`src/rtl/pipeline_exec_ctrl.sv`:
```
// Execution controller: sequences PC start/enable/halt from debug-unit commands and counts enabled cycles.
// Optional PC breakpoint support is compiled in with `define EXEC_CTRL_BREAKPOINT_EN.
module pipeline_exec_ctrl #(
   parameter int CNT_W   = 32,
   parameter int PC_SIZE = 32
) (
   input  logic             i_clk,
   input  logic             i_reset,
`ifdef EXEC_CTRL_BREAKPOINT_EN
   input  logic [PC_SIZE-1:0] i_pc,
   input  logic [PC_SIZE-1:0] i_bp_addr,
   input  logic             i_bp_en,
`endif
   input  logic             i_cmd_valid,
   input  logic [1:0]       i_cmd,
   output logic             o_cmd_ready,
   input  logic             i_end_program,
   output logic             o_start,
   output logic             o_enable,
   output logic             o_halt,
   output logic             o_done,
   output logic             o_busy,
   output logic [CNT_W-1:0] o_cycle_count,
   output logic [2:0]       o_state
);

   localparam logic [2:0] S_IDLE       = 3'd0;
   localparam logic [2:0] S_START_RUN  = 3'd1;
   localparam logic [2:0] S_START_STEP = 3'd2;
   localparam logic [2:0] S_RUN        = 3'd3;
   localparam logic [2:0] S_PAUSE      = 3'd4;
   localparam logic [2:0] S_STEP       = 3'd5;
   localparam logic [2:0] S_DONE       = 3'd6;
   localparam logic [2:0] S_HALT       = 3'd7;

   localparam logic [1:0] CMD_RUN   = 2'd0;
   localparam logic [1:0] CMD_STEP  = 2'd1;
   localparam logic [1:0] CMD_STOP  = 2'd2;
   localparam logic [1:0] CMD_CLEAR = 2'd3;

   if (CNT_W < 1 || PC_SIZE < 1) begin : g_param_check
      $error("pipeline_exec_ctrl: CNT_W and PC_SIZE must be at least 1");
   end

   logic [2:0]       state;
   logic [2:0]       state_next;
   logic [CNT_W-1:0] count;
   logic             cmd_fire;
   logic             bp_hit;

   assign cmd_fire = i_cmd_valid & o_cmd_ready;

`ifdef EXEC_CTRL_BREAKPOINT_EN
   // Set on the PAUSE->RUN transition so a resumed run can step off the breakpoint PC.
   logic bp_skip;

   always_ff @(posedge i_clk) begin
      if (i_reset) begin
         bp_skip <= 1'b0;
      end else begin
         bp_skip <= (state == S_PAUSE) && (state_next == S_RUN);
      end
   end

   assign bp_hit = i_bp_en && (i_pc == i_bp_addr) && !bp_skip;
`else
   assign bp_hit = 1'b0;
`endif

   // End-of-program always wins; in RUN it beats both STOP and a breakpoint.
   always_comb begin
      state_next = state;
      case (state)
         S_IDLE: begin
            if (cmd_fire && i_cmd == CMD_RUN) begin
               state_next = S_START_RUN;
            end else if (cmd_fire && i_cmd == CMD_STEP) begin
               state_next = S_START_STEP;
            end
         end
         S_START_RUN:  state_next = i_end_program ? S_DONE : S_RUN;
         S_START_STEP: state_next = i_end_program ? S_DONE : S_PAUSE;
         S_RUN: begin
            if (i_end_program) begin
               state_next = S_DONE;
            end else if (cmd_fire && i_cmd == CMD_STOP) begin
               state_next = S_HALT;
            end else if (bp_hit) begin
               state_next = S_PAUSE;
            end
         end
         S_PAUSE: begin
            if (cmd_fire && i_cmd == CMD_STEP) begin
               state_next = S_STEP;
            end else if (cmd_fire && i_cmd == CMD_RUN) begin
               state_next = S_RUN;
            end else if (cmd_fire && i_cmd == CMD_STOP) begin
               state_next = S_HALT;
            end
         end
         S_STEP: state_next = i_end_program ? S_DONE : S_PAUSE;
         S_DONE: begin
            if (cmd_fire && (i_cmd == CMD_CLEAR || i_cmd == CMD_STOP)) begin
               state_next = S_HALT;
            end
         end
         S_HALT:  state_next = S_IDLE;
         default: state_next = S_IDLE;
      endcase
   end

   always_ff @(posedge i_clk) begin
      if (i_reset) begin
         state <= S_IDLE;
      end else begin
         state <= state_next;
      end
   end

   // Cleared on entry to HALT so the counter already reads zero during the halt pulse.
   always_ff @(posedge i_clk) begin
      if (i_reset) begin
         count <= '0;
      end else if (state_next == S_HALT) begin
         count <= '0;
      end else if (o_enable && (count != {CNT_W{1'b1}})) begin
         count <= count + {{(CNT_W-1){1'b0}}, 1'b1};
      end
   end

   assign o_start       = (state == S_START_RUN) || (state == S_START_STEP);
   assign o_enable      = (state == S_START_RUN) || (state == S_START_STEP) ||
                          (state == S_RUN)       || (state == S_STEP);
   assign o_halt        = (state == S_HALT);
   assign o_done        = (state == S_DONE);
   assign o_busy        = (state != S_IDLE) && (state != S_DONE);
   assign o_cmd_ready   = (state == S_IDLE) || (state == S_RUN) ||
                          (state == S_PAUSE) || (state == S_DONE);
   assign o_cycle_count = count;
   assign o_state       = state;

endmodule
```
`config.mk`:
```
export PLATFORM = sky130hd
export DESIGN_NAME = pipeline_exec_ctrl
export DESIGN_NICKNAME = d
export VERILOG_FILES = /design/src/rtl/pipeline_exec_ctrl.sv
export SDC_FILE = /design/constraint.sdc
export NUM_CORES = 1
export LEC_CHECK = 0
export BUFFER_PORTS_ARGS = -buffer_cell sky130_fd_sc_hd__buf_2
export CAP_MARGIN = 0
export CORE_AREA = 3 3 67 69
export CTS_CLUSTER_SIZE = 8
export DETAILED_ROUTE_END_ITERATION = 10
export DIE_AREA = 0 0 70 72
export HOLD_SLACK_MARGIN = 0.02
export PLACE_DENSITY = 0.82
export SLEW_MARGIN = 40
export SYNTH_ARGS = -nofsm -noshare
export SYNTH_HDL_FRONTEND = slang
export SYNTH_SLANG_ARGS = --single-unit
export TNS_END_PERCENT = 30
```
`constraint.sdc`:
```
create_clock -name i_clk -period 4.22 [get_ports i_clk]
set_input_delay 0.633 -clock i_clk [delete_from_list [all_inputs] [get_ports i_clk]]
set_output_delay 0.633 -clock i_clk [all_outputs]
set_load 0.01 [all_outputs]
```
After elaboration in Yosys (flattened, before gate mapping)
Index checks and enable logic that the tools add are counted.
Widths: inputs -> output; s select.

storage, ports and cells
  output and inout port bits = 41
  logic and storage cells = 45
  register bits = 35
  bits of input ports = 6

operators by class
  bitwise operators = 1
  reductions and logical operators = 18
  add/sub/neg operators = 1
  equality and inequality tests = 13
  multiplexer cells = 10

operator list
  kind                   count
  $add 32x1->32 const B  1
  $ne 32x32->1 const B   1
  $mux 3                 8
  $pmux 3 s7             1
  $eq 3x3->1 const B     5
  $logic_or 1x1->1       7
  $eq 3x2->1 const B     2
  $logic_and 1x1->1      6
  $eq 2x2->1 const B     2
  $reduce_or 2->1        2
  $eq 3x1->1 const B     1
  $logic_not 3->1        1
  $ne 3x3->1 const B     1
  $reduce_bool 3->1      1
  $eq 2x1->1 const B     1
  $logic_not 2->1        1
  $mux 2                 1
  $and 1x1->1            1

Logic depth before layout (Yosys ltp)
Gate-level depths: netlist (run 1).

  word-level depth = 12
  gate-level depth with buffers = 8
  depth with buffers taken out = 6

Worst setup path before layout (run 1)
OpenSTA, ideal clock, no wires.

  kind = register to register
  from = reg count[8], in the netlist o_cycle_count[8]
  to = reg count[27], in the netlist o_cycle_count[27]
  setup slack = 2.099 ns
  clock period less this slack = 2.121 ns
  cell stages (with the launch flop) = 6
  arrival time = 2.051 ns
  setup time = 0.070 ns
  data required time = 4.150 ns
  buffers on the path = 0
  path through = dfxtp_1 > nand4_2 > or3_4 > or4_4 > or4_1 > a21oi_1

on the way
  longest elaborated chain between the ends = 2
  elaborated cells between the ends (all ways) = 3
  those cells by class = 1 x add/sub; 1 x eq/ne; 1 x reduce/logical

ends and longest elaborated chain
  what                                                   line  RTL
  from (decl)                                            47    logic [CNT_W-1:0] count;
  from (signal assigned)                                 127   count <= count + {{(CNT_W-1){1'b0}}, 1'b1};
  branches (longest 2 deep; another with $add 32x1->32)  n/a

Parallel ways; which one is timed is not known.
A chain may end at the register's enable or synchronous reset.

Worst setup path in the final report (run 1)
  from = reg count[17], in the netlist o_cycle_count[17]
  to = reg count[7], in the netlist o_cycle_count[7]

on the way
  longest elaborated chain between the ends = 2

ends and longest elaborated chain
  what               line  RTL
  $ne 32x32->1       126   end else if (o_enable && (count != {CNT_W{1'b1}})) begin
  $logic_and 1x1->1  126

No other way between the ends.

==> metrics, run 1 <==
Post-synth ARST share 0%; Worst Setup SP o_cycle_count[17]$_SDFFE_PP0P_; pin count of the biggest net entering global routing 33; VDD IR max 0.220 mV; Compound-Gate Fraction of Synth Area 19.3%; core area 3970 µm²; Area growth, synth to finish 16.9%; Logic pwr share 6.6%; clock network power share 47.9%; status finished, final reports clean; total global routing overflow 0; routability cong. 0.932; initial drt markers 151; startpoint types register; slew margin rel. 49.2%; Final Slew Violations 0; Fin Setup TNS 0 ns; # rows 23; Placed Cells 340; pwr/cell area 305 nW/µm²; Yosys reg bits 35; Post-CTS Setup Inserts 0; most common cell in the netlist dfxtp_1; met2 Resource Use GR 35.3%; Critical Path End o_cycle_count[7]$_SDFFE_PP0P_; final net count 304; Power Internal 590 µW; grt met1 use 26.7%; post-layout util 62.0%; H-tree levels 2; Final ANT Viol Nets 0; I/O Pins 47; CTS tree done; CP Capture Type register; HP Start o_cycle_count[25]$_SDFFE_PP0P_; minimum clock period 2.65 ns; critical path arrival 2.80 ns; combinational family with the most area after synthesis simple AND/OR/NAND/NOR gates; Worst R2R End o_cycle_count[7]$_SDFFE_PP0P_; Synth Instances 257; Setup violations, final 0; met3 Usage GRT 5.40%; Yosys top cell by area dfxtp_1; Clock Tree Root clkbuf_8; crit path cell chain nand4_1, nor4_2, and2_1, or4_2, a21oi_1; slowest CP cell nor4_2; Simple-Gate Fraction of Synth Area 35.2%; Num CTS Buffers 5; total wire length 5160 µm; Synth Area in Adders 0.594%; xor and xnor area share after synthesis 6.65%; post-synthesis net count 264; Leak 0.887 nW; CTS Sinks 35; synth warn 0; clock skew 0.0106 ns; first-pass GRT wire length 8800 µm; crit-path max FO 19; max_cap viols 0; period utilisation layout 62.8%; mux share of post-synthesis cell area 0%; worst r2r src o_cycle_count[17]$_SDFFE_PP0P_; RSZ-0062 raised after global routing no; Die H 72 µm; Vias 2114; # DRC 0; Buf+Inv Stages, Crit Path 0; vias in the first global route 1921; n_diodes 0; Synth Flop Type dfxtp_1; sw frac 21.4%; GRT busiest layer met2; antenna violations before repair 0; Vias/cell 6.07; Crit path required time 4.37 ns; clk_lat worst skew 0.29 ns; worst reg-to-reg setup slack 1.57 ns; Die Wd 70 µm; delay-heaviest family, CP simple AND/OR/NAND/NOR gates; Net Sw Power 161 µW; Seq/Total Area, Yosys 33.3%; Slew @ Worst Pin 0.756 ns; Largest stage delay, worst path 0.79 ns; Worst-path clk slew 0.08 ns; full die area 5040 µm²; top cells by area, synth dfxtp_1 33%, a21oi_1 5.5%, or4_1 5.0%; Worst R2R Path Depth 5; Hold Path Class reg -> reg; WL per Instance 14.8 µm; sequential share of power 45.4%; gr usage total 21.2%; First-pass DRT Iterations 4; Port Buffer Count 46; Crit path depth 5; cts repair resizes 0; share of the synthesized area in the top cell type 33.3%; CTS max path bufs 2; CTS Hold Bufs 0; WHS 0.517 ns; Crit Path Class reg -> reg; Starting Density 53.0%; Final Non-Filler Cells 348; Fmax achieved 377 MHz; final hold vios 0; Post-synth EDFFs 0; Syn Area/Cell 8.19 µm²; Filler cells 375; hpwl dp 3680 µm; share of cells above drive strength 1 23.5%; Unique masters post-synth 51; commonest cells in the netlist 35 x dfxtp_1, 23 x a21oi_1, 20 x nor2_1; Syn Std Cell Area 2110 µm²
## per-stage QoR
| stage | power [mW] | setup WS [ns] | cell area, µm² |
|---|---|---|---|
| finish | 0.751 | 1.57 | 2460 |
| global route | 0.778 | 1.31 | 2460 |
| CTS | 0.756 | 1.45 | 2460 |
| detailed placement | 0.398 | 1.47 | 2330 |
| global placement | 0.397 | 1.62 | 2320 |
| floorplan | 0.381 | 2.10 | 2110 |
## power groups by stage
stage	clock network, mW	logic, mW	registers (mW)
finish	0.360	0.0497	0.341
global route	0.380	0.0563	0.342
CTS	0.365	0.0501	0.341
floorplan	0	0.0355	0.346
global placement	0	0.0491	0.348
detailed placement	0	0.0499	0.348
## registers in the layout, summed over array words and instances, names as in the netlist
signal,flops
o_cycle_count,32
o_state,3
## worst min-delay path by stage
stage               cells after the start                        endpoint  slack, ns
global route                            2           o_state[1]$_SDFF_PP0_       0.56
detailed placement                      2  o_cycle_count[10]$_SDFFE_PP0P_       0.51
global placement                        2  o_cycle_count[19]$_SDFFE_PP0P_       0.49
floorplan                               2  o_cycle_count[19]$_SDFFE_PP0P_       0.52
CTS                                     2  o_cycle_count[10]$_SDFFE_PP0P_       0.53
finish                                  2  o_cycle_count[25]$_SDFFE_PP0P_       0.52
## placed cells by master (no fill, tap or decap), types with 4 or more instances in the layout
cell type,netlist,final
o31ai_1,11,11
dfxtp_1,35,35
nand3_1,11,11
nand2_1,17,17
nor4_1,5,5
nand4_1,10,10
inv_1,8,8
or3_1,7,7
and4_1,4,4
nor2b_1,6,6
clkbuf_8,1,5
a21oi_1,23,23
xor2_1,7,7
nor2_1,20,20
o21ai_0,10,10
or4_1,14,14
buf_2,2,46
xnor2_1,9,9
a211oi_1,4,4
## metal layers
metal  part of all wire [%]  wire [µm]
met3                    5.5        284
met5                      0          0
met2                     49       2530
met4                    1.3         68
met1                     44       2270
## area by class of cell
cell class	instances	area (µm²)	area share, %
Sequential cell	35	701	28.5
Clock inverter	2	60.1	2.44
Inverter	8	30.0	1.22
Timing Repair Buffer	46	230	9.35
Clock buffer	6	72.6	2.95
Multi-Input combinational cell	201	1310	53.0
Tap cell	50	62.6	2.54
## tightest hold or removal path, cell delays in order, from the launching register on
cell and delay (ns):
dfxtp_1 0.34, o31ai_1 0.07, a21oi_1 0.06
## kinds of logic (layout without fill, tap and decap cells)
group	after synthesis	count (layout)
adder cells (fa/ha/maj)	1	1
XOR/XNOR	16	16
AND/OR/NAND/NOR	121	121
flip-flops	35	35
buffers and inverters	21	62
AO/OA/AOI/OAI	63	63
Note: power is estimated with default switching activity, not from simulation.
==> inputs of run 2 (changes only) <==
clock period = 2.5 ns   (was 4.22 ns; I/O delays follow)
==> run 2 against run 1 <==
  * Sequential power grew 68%
  * Routed wire length grew 5.7%
  * Non-clock buffer count grew 16
  * Sequential share of layout area shrank 0.73 points
  * Via count grew 3.4%
  * Clock power grew 9.7%
  * Register-to-register slack lost 1.3 ns
  * Critical endpoint is now o_cycle_count[25]$_SDFFE_PP0P_
  * Largest power group is now sequential cells
==> metrics, run 2 (synthesis results as in run 1) <==
status finished, final reports clean; clk_lat worst skew 0.28 ns (about the same); WHS 0.294 ns (-0.224 ns); Worst-path clk slew 0.07 ns (about the same); period utilisation layout 89.8% (+27 points); Placement Cell Area 2440 µm² (+5.0%); Clock Tree Root clkbuf_8; final instance area 2530 µm² (+2.6%); worst reg-to-reg setup slack 0.26 ns (-1.32 ns); CTS max path bufs 2 (unchanged); first-pass GRT wire length 9200 µm (+4.6%); worst slack at placement 0.285 ns (-1.18 ns); # rows 23 (unchanged); CTS Sinks 35 (unchanged); Crit path required time 2.72 ns (-1.65 ns); worst r2r src o_cycle_count[7]$_SDFFE_PP0P_; Setup violations, final 0 (unchanged); First-pass DRT Iterations 5 (+1); Fin Setup TNS 0 ns (unchanged); slew margin rel. 60.1% (+11 points); sw frac 24.7% (+3.2 points); Post-CTS Setup Inserts 0 (unchanged); CTS tree done; pin count of the biggest net entering global routing 33 (unchanged); crit-path max FO 8 (-11); Fmax achieved 446 MHz (+18%); Num CTS Buffers 5 (unchanged); Area growth, synth to finish 20.0%; Hold Path Stages 2 (unchanged); routability cong. 0.878 (-5.8%); share of cells above drive strength 1 26.8% (+3.3 points); full die area 5040 µm² (unchanged); Final ANT Viol Nets 0 (unchanged); Critical Path End o_cycle_count[25]$_SDFFE_PP0P_; final net count 320 (+5.3%); Die H 72 µm (unchanged); Vias 2186 (+3.4%); vias in the first global route 1926 (+0.26%); most frequent cells in the layout 46 x buf_2, 35 x dfxtp_1, 23 x a21oi_1; commonest non-fill, non-tap cell in the layout buf_2; Worst Setup SP o_cycle_count[7]$_SDFFE_PP0P_; Net Sw Power 260 µW (+62%); clock network power share 37.4% (-10 points); minimum clock period 2.24 ns (-0.404 ns); sequential share of power 54.4% (+9.0 points); Crit Path Class reg -> reg; Final Slew Violations 0 (unchanged); Starting Density 53.0% (unchanged); core area 3970 µm² (unchanged); Vias/cell 6.01 (-1.1%); critical path arrival 2.46 ns (-0.34 ns); # DRC 0 (unchanged); I/O Pins 47 (unchanged); Worst R2R End o_cycle_count[25]$_SDFFE_PP0P_; Hold Path Class in -> reg; hpwl dp 3940 µm (+6.9%); antenna violations before repair 0 (unchanged); CTS Hold Bufs 0 (unchanged); Logic pwr share 8.2% (+1.6 points); max_cap viols 0 (unchanged); Slew @ Worst Pin 0.583 ns (-0.173 ns); Port Buffer Count 46 (unchanged); final hold vios 0 (unchanged); Die Wd 70 µm (unchanged); clock skew 0.00884 ns (-0.00180 ns); gr usage total 22.4% (+1.1 points); total wire length 5450 µm (+5.7%); RSZ-0062 raised after global routing no; pwr/cell area 418 nW/µm² (+37%); Largest register FFs 32 (unchanged); initial drt markers 214 (+42%); fin worst setup slack 0.255 ns (-1.32 ns); Worst R2R Path Depth 5 (unchanged); WL per Instance 15.0 µm (+1.0%); H-tree levels 2 (unchanged); n_diodes 0 (unchanged); Power Internal 796 µW (+35%); VDD IR max 0.219 mV (-0.17%); Leak 0.941 nW (+6.1%); total global routing overflow 0 (unchanged); startpoint types register; cts repair resizes 0 (unchanged); CP Capture Type register
## run 2: worst min-delay path by stage
stage	startpoint	end	slack, ns
floorplan	i_reset	o_state[0]$_SDFF_PP0_	0.45
global placement	o_cycle_count[19]$_SDFFE_PP0P_	o_cycle_count[19]$_SDFFE_PP0P_	0.49
detailed placement	o_cycle_count[19]$_SDFFE_PP0P_	o_cycle_count[19]$_SDFFE_PP0P_	0.50
CTS	i_reset	o_state[0]$_SDFF_PP0_	0.29
global route	i_reset	o_state[1]$_SDFF_PP0_	0.31
finish	i_reset	o_state[0]$_SDFF_PP0_	0.29
## run 2: through the flow
step	util [%]	power [mW]	instances
finish	63.6	1.06	364
detailed placement	61.6	0.675	356
CTS	63.6	1.06	364
floorplan	-	0.644	257
global route	63.6	1.10	364
global placement	61.6	0.674	356
## run 2: power groups by stage
| stage | clock, mW | combinational [mW] | sequential [mW] |
|---|---|---|---|
| 3_5_place_dp | 0 | 0.0877 | 0.587 |
| 3_3_place_gp | 0 | 0.0865 | 0.587 |
| 5_1_grt | 0.425 | 0.0980 | 0.577 |
| 6_report | 0.395 | 0.0868 | 0.574 |
| 4_1_cts | 0.399 | 0.0880 | 0.574 |
| 2_1_floorplan | 0 | 0.0598 | 0.584 |
## run 2: cell type report
cell class	instances	area (µm²)
fill	354	1450
multi-input combinational	201	1300
sequential	35	701
timing repair buffer	62	350
clock buffer	7	76.3
tap	50	62.6
inverter	8	30.0
clock inverter	1	5.00
## run 2: layer usage
metal,wire (µm),vias to the layer above,track usage [%]
li1,-,1091,-
met3,308,14,3.46
met5,0,-,0
met2,2570,84,36.3
met1,2440,997,29.9
met4,136,0,9.36
## run 2: worst max-delay path, stage by stage, from the launching register on
cell     delay [ns]
dfxtp_1        0.47
nand4_2        0.19
or3_4          0.44
or4_4          0.52
or4_1          0.41
a21oi_1        0.15
